[config.mk]
export PLATFORM = sky130hd
export DESIGN_NAME = adat_transmitter
export DESIGN_NICKNAME = d
export VERILOG_FILES = /design/src/rtl/adat_pkg.sv /design/src/rtl/adat_nrzi_enc.sv /design/src/rtl/adat_transmitter.sv
export SDC_FILE = /design/constraint.sdc
export NUM_CORES = 1
export LEC_CHECK = 0
export ABC_AREA = 1
export CORE_ASPECT_RATIO = 2
export CORE_MARGIN = 1
export CORE_UTILIZATION = 45
export CTS_CLUSTER_DIAMETER = 120
export DETAILED_ROUTE_END_ITERATION = 7
export PLACE_DENSITY = 0.72
export SKIP_LAST_GASP = 1
export SYNTH_ARGS = -nofsm -noshare
export SYNTH_HDL_FRONTEND = slang
export SYNTH_HIERARCHICAL = 1
export SYNTH_SLANG_ARGS = --single-unit
export TNS_END_PERCENT = 5
[constraint.sdc]
create_clock -name clk_i -period 14 [get_ports clk_i]
set_input_delay 2.1 -clock clk_i [delete_from_list [all_inputs] [get_ports clk_i]]
set_output_delay 2.1 -clock clk_i [all_outputs]
set_load 0.005 [all_outputs]
[src/rtl/adat_pkg.sv]
// adat_pkg: frame geometry and types shared by the ADAT transmitter and receiver.
package adat_pkg;
  localparam int FRAME_BITS = 256;
  localparam int SYNC_ZEROS = 10;
  localparam int NCH        = 8;
  localparam int SAMPLE_W   = 24;
  localparam int USER_W     = 4;
  // user nibble plus all sample bits, in wire order
  localparam int PAYLOAD_W  = NCH * SAMPLE_W + USER_W;

  typedef enum logic [1:0] {IDLE, SYNC, USER, DATA} adat_tx_state_t;
  typedef logic [NCH*SAMPLE_W-1:0] adat_samples_t;
  typedef logic [PAYLOAD_W-1:0]    adat_payload_t;

  // Reorder to wire order, MSB first: U3..U0, ch0[23:0], ch1[23:0] .. ch7[23:0].
  function automatic adat_payload_t adat_pack(input adat_samples_t s,
                                              input logic [USER_W-1:0] u);
    adat_payload_t p;
    p[PAYLOAD_W-1 -: USER_W] = u;
    for (int c = 0; c < NCH; c++)
      p[NCH*SAMPLE_W-1 - c*SAMPLE_W -: SAMPLE_W] = s[c*SAMPLE_W +: SAMPLE_W];
    return p;
  endfunction
endpackage

[src/rtl/adat_nrzi_enc.sv]
// adat_nrzi_enc: NRZI line coder; the line toggles on every tick that carries a 1.
module adat_nrzi_enc (
  input  logic clk_i,
  input  logic rst_i,
  input  logic tick,
  input  logic line_bit,
  output logic line
);
  // toggle-on-one line register, forced low by reset
  always_ff @(posedge clk_i) begin
    if (rst_i)                line <= 1'b0;
    else if (tick && line_bit) line <= ~line;
  end
endmodule

[src/rtl/adat_transmitter.sv]
// adat_transmitter: serialises 8 x 24-bit samples + 4 user bits into 256-bit NRZI ADAT frames.
// Optional build macro ADAT_TX_HOLD_LAST_EN: on underrun repeat the previous payload
// instead of muting it.
module adat_transmitter
  import adat_pkg::*;
#(
  parameter int CLK_DIV = 2
) (
  input  logic         clk_i,
  input  logic         rst_i,
  input  logic         en_i,
  input  logic [191:0] sample_data_i,
  input  logic [3:0]   user_i,
  input  logic         sample_valid_i,
  output logic         sample_ready_o,
  output logic         adat_o,
  output logic         frame_start_o,
  output logic         underrun_o,
  output logic         running_o
);
  localparam logic [3:0] DIV_LAST = 4'(CLK_DIV - 1);
  localparam logic [7:0] SYNC_END = 8'(SYNC_ZEROS);               // the lone 1 after the sync zeros
  localparam logic [7:0] USER_END = 8'(SYNC_ZEROS + 1 + USER_W);  // separator after the user nibble
  localparam logic [7:0] LAST_BIT = 8'(FRAME_BITS - 1);

  adat_tx_state_t state, state_nx;
  logic [3:0]     div;
  logic [7:0]     bitcnt;
  logic [2:0]     ph;        // position inside a 4-bit + separator group
  adat_payload_t  hold, shreg, fill;
  logic           full, active, tick, bit_end, load, wr, in_groups, shift, line_bit;

  assign active    = (state != IDLE);
  assign tick      = active && (div == 4'd0);
  assign bit_end   = active && (div == DIV_LAST);
  assign load      = tick && (bitcnt == 8'd0);
  assign in_groups = (bitcnt > SYNC_END);
  assign shift     = bit_end && in_groups && (ph != 3'd4);

  assign sample_ready_o = !full || load;
  assign wr             = sample_valid_i && sample_ready_o;
  assign frame_start_o  = load;
  assign underrun_o     = load && !full;

  // state register
  always_ff @(posedge clk_i) begin
    if (rst_i) state <= IDLE;
    else       state <= state_nx;
  end

  // next state; en_i only matters in IDLE and at the very end of a frame
  always_comb begin
    state_nx = state;
    case (state)
      IDLE:    if (en_i) state_nx = SYNC;
      SYNC:    if (bit_end && bitcnt == SYNC_END) state_nx = USER;
      USER:    if (bit_end && bitcnt == USER_END) state_nx = DATA;
      DATA:    if (bit_end && bitcnt == LAST_BIT) state_nx = en_i ? SYNC : IDLE;
      default: state_nx = IDLE;
    endcase
  end

  // running flag mirrors the state register
  always_ff @(posedge clk_i) begin
    if (rst_i) running_o <= 1'b0;
    else       running_o <= (state_nx != IDLE);
  end

  // bit-rate divider, bit counter and group phase; all parked at 0 while idle
  always_ff @(posedge clk_i) begin
    if (rst_i || !active) begin
      div    <= 4'd0;
      bitcnt <= 8'd0;
      ph     <= 3'd0;
    end else if (bit_end) begin
      div    <= 4'd0;
      bitcnt <= bitcnt + 8'd1;               // wraps to 0 after the last bit
      if (in_groups) ph <= (ph == 3'd4) ? 3'd0 : ph + 3'd1;
    end else begin
      div <= div + 4'd1;
    end
  end

  // holding register: a same-cycle write and load leaves it full with the new data
  always_ff @(posedge clk_i) begin
    if (rst_i) begin
      full <= 1'b0;
    end else if (wr) begin
      hold <= adat_pack(sample_data_i, user_i);
      full <= 1'b1;
    end else if (load) begin
      full <= 1'b0;
    end
  end

`ifdef ADAT_TX_HOLD_LAST_EN
  adat_payload_t last;
  // copy of the most recently transmitted payload, replayed on underrun
  always_ff @(posedge clk_i) begin
    if (rst_i)             last <= '0;
    else if (load && full) last <= hold;
  end
  assign fill = last;
`else
  assign fill = '0;
`endif

  // frame shift register: loaded on the bit-0 tick, shifted after each payload bit
  always_ff @(posedge clk_i) begin
    if (rst_i)      shreg <= '0;
    else if (load)  shreg <= full ? hold : fill;
    else if (shift) shreg <= shreg << 1;
  end

  // frame bit: sync zeros, a 1, then payload nibbles each followed by a 1
  always_comb begin
    line_bit = 1'b0;
    if (bitcnt == SYNC_END) line_bit = 1'b1;
    else if (in_groups)     line_bit = (ph == 3'd4) ? 1'b1 : shreg[PAYLOAD_W-1];
  end

  adat_nrzi_enc u_nrzi (
    .clk_i    (clk_i),
    .rst_i    (rst_i),
    .tick     (tick),
    .line_bit (line_bit),
    .line     (adat_o)
  );
endmodule

==> impl_metrics.json <==
{
  "area_growth_pct": 18.8,
  "cts-resized-gates": 0,
  "drcViolationCount": 0,
  "path_class": "reg -> out",
  "period_share": 0.362,
  "synth_cells": 2087,
  "hold_path_class": "reg -> reg",
  "ctsHoldBuffers": 0,
  "synth_area_sq_um": 18100,
  "core_sq_um": 39600,
  "clock_latency_ns": 0.54,
  "cts_root_buf": "clkbuf_16",
  "grt_antenna_before_repair": 0,
  "max-vdd-ir-drop_v": 0.0000923,
  "synth.area.top_cells": "edfxtp_1 33%, dfxtp_1 24%, nand2_1 17%",
  "io_pins": 205,
  "yosys_warnings": 6,
  "yosysUniqueCellTypes": 26,
  "cp.arrival_ns": 2.97,
  "rsz0062_at_grt": "false",
  "cts_sinks": 412,
  "crit_fanout": 134,
  "syn-num-nets": 2295,
  "diodes": 0,
  "finClkSkew_ns": 0.0185,
  "numCtsBuffers": 39,
  "setup_viol": 0,
  "die_area_sq_um": 41000,
  "relSlewSlack": 0.202,
  "yosysTopAreaCell": "edfxtp_1",
  "cts_tree": "yes",
  "rows": 103,
  "post_drt_via_cell_ratio": 5.24,
  "synth_top_area_frac": 0.326,
  "tns_ns": 0,
  "hold_viol": 0,
  "antenna_left": 0,
  "start_kind": "flip-flop",
  "fmax_ghz": 0.197,
  "nNetsFinal": 2384,
  "fin_area_sq_um": 21500,
  "cts_setup_buffers": 0,
  "grt_usage": 0.201,
  "crit_required_ns": 11.90,
  "layout-drive-gt1-share": 0.0417,
  "r2r_slack_ns": 9.70,
  "first_pass_iters": 5,
  "port_buffers": 204,
  "grt_max_degree": 262,
  "htree_levels": 2,
  "leakage_nw": 7.79,
  "syn-mean-instance-area_sq_um": 8.66,
  "initial_utilization": 0.457,
  "grt_pass1_vias": 13685,
  "cp-end-kind": "output pin",
  "outcome": "finished clean",
  "final-max-slew-violation-count": 0,
  "grt_overflow": 0,
  "clk_pin_slew_ns": 0.06,
  "fin_crit_ns": 5.07,
  "worstMarginPinSlew_ns": 1.20,
  "wl_per_cell_um": 14.9,
  "dpl.hpwl_um": 24300,
  "yosysSeqAreaShare": 0.565,
  "post_dp_cell_area_sq_um": 20100,
  "powerDensity_nw_per_um2": 124,
  "drt_iter0_markers": 1095,
  "vias": 14329,
  "wirelength_um": 40800,
  "timing.hold.ws_ns": 0.482,
  "fp.dieW_um": 144,
  "synth-seq-cells": 412,
  "die_y_um": 285,
  "drv_cap": 0,
  "cts_buffer_depth": 3,
  "grt_pass1_wl_um": 66500,
  "finalWeightedCongestion": 0.804
}
==> flip-flops by register name, summed over array words and instances, names as in the netlist <==
signal	flops
hold	196
running_o	1
shreg	196
bitcnt	8
ph	3
u_nrzi/line	1
div	4
full	1
state	2
==> cells in the final DEF, fill, tap and decap left out, drive strengths merged, types with 3 or more instances in the layout <==
| cell type | netlist | routed |
|---|---|---|
| nand2 | 817 | 817 |
| dfxtp | 216 | 216 |
| a21oi | 208 | 208 |
| nand3 | 207 | 207 |
| clkdlybuf4s50 | 0 | 203 |
| edfxtp | 196 | 196 |
| nand3b | 195 | 195 |
| clkbuf | 52 | 46 |
| inv | 27 | 30 |
| nor2 | 23 | 23 |
| buf | 119 | 16 |
| clkinv | 0 | 12 |
| o21ai | 9 | 9 |
| ha | 8 | 8 |
| bufinv | 0 | 8 |
| nor3 | 4 | 4 |
| clkinvlp | 0 | 3 |
==> area by class of cell <==
type                       count  area (sq um)
sequential                   412         10200
inverter                      27           101
clock inverter                26           352
multi-input combinational   1477          6990
timing repair buffer         219          2170
clock buffer                  46          1000
tap                          525           657
fill                        3557         18100
==> layer usage <==
layer / part of all wire / global-route usage / up-vias
li1: - / - / 7127
met2: 0.51 / 0.357 / 379
met4: 0.038 / 0.0904 / 0
met5: 0 / 0 / -
met1: 0.40 / 0.238 / 6740
met3: 0.047 / 0.0256 / 83
==> power by group <==
group / switching (mW) / internal (mW)
sequential: 0.0160 / 1.30
combinational: 0.134 / 0.0881
clock: 0.458 / 0.666
==> path summary, 6_finish.rpt <==
kind	from	end	depth (start not counted)
max	div[0]	frame_start_o	7
min	shreg[75]	shreg[75]	2
min reg2reg	shreg[75]	shreg[75]	2
max reg2reg	div[0]	hold[55]	10
==> cell usage after synthesis, drive strengths merged <==
library cell,count
a21oi,208
buf,119
clkbuf,52
dfxtp,216
edfxtp,196
ha,8
inv,27
nand2,817
nand3,207
nand3b,195
nand4,1
nor2,23
nor3,4
o211ai,1
o21ai,9
o21bai,1
or2,1
xnor2,1
xor2,1
==> critical path, stage by stage, from the launching register on <==
cell             delay, ns
dfxtp_1               0.35
inv_1                 0.08
ha_1                  0.15
nand2_1               0.08
nor2_4                0.42
nand2_8               0.49
inv_1                 0.29
clkdlybuf4s50_1       0.55
==> cell families after synthesis <==
| family | Yosys count | synth area share |
|---|---|---|
| fa+ha+maj | 8 | 0.00554 |
| flops | 412 | 0.565 |
| buf+inv | 198 | 0.0514 |
| compound gates | 219 | 0.0609 |
| xor+xnor | 2 | 0.000969 |
| simple gates | 1248 | 0.317 |
==> through the flow <==
stage               power [mW]  setup WS (ns)   util  instances
global placement          1.57           9.12  0.509       2660
floorplan                 1.49           2.60      -       2087
global route              2.77           8.69  0.543       2732
CTS                       2.70           8.90  0.543       2732
finish                    2.66           8.93  0.543       2732
detailed placement        1.57           9.02  0.509       2660
Note: power is estimated with default switching activity, not from simulation.
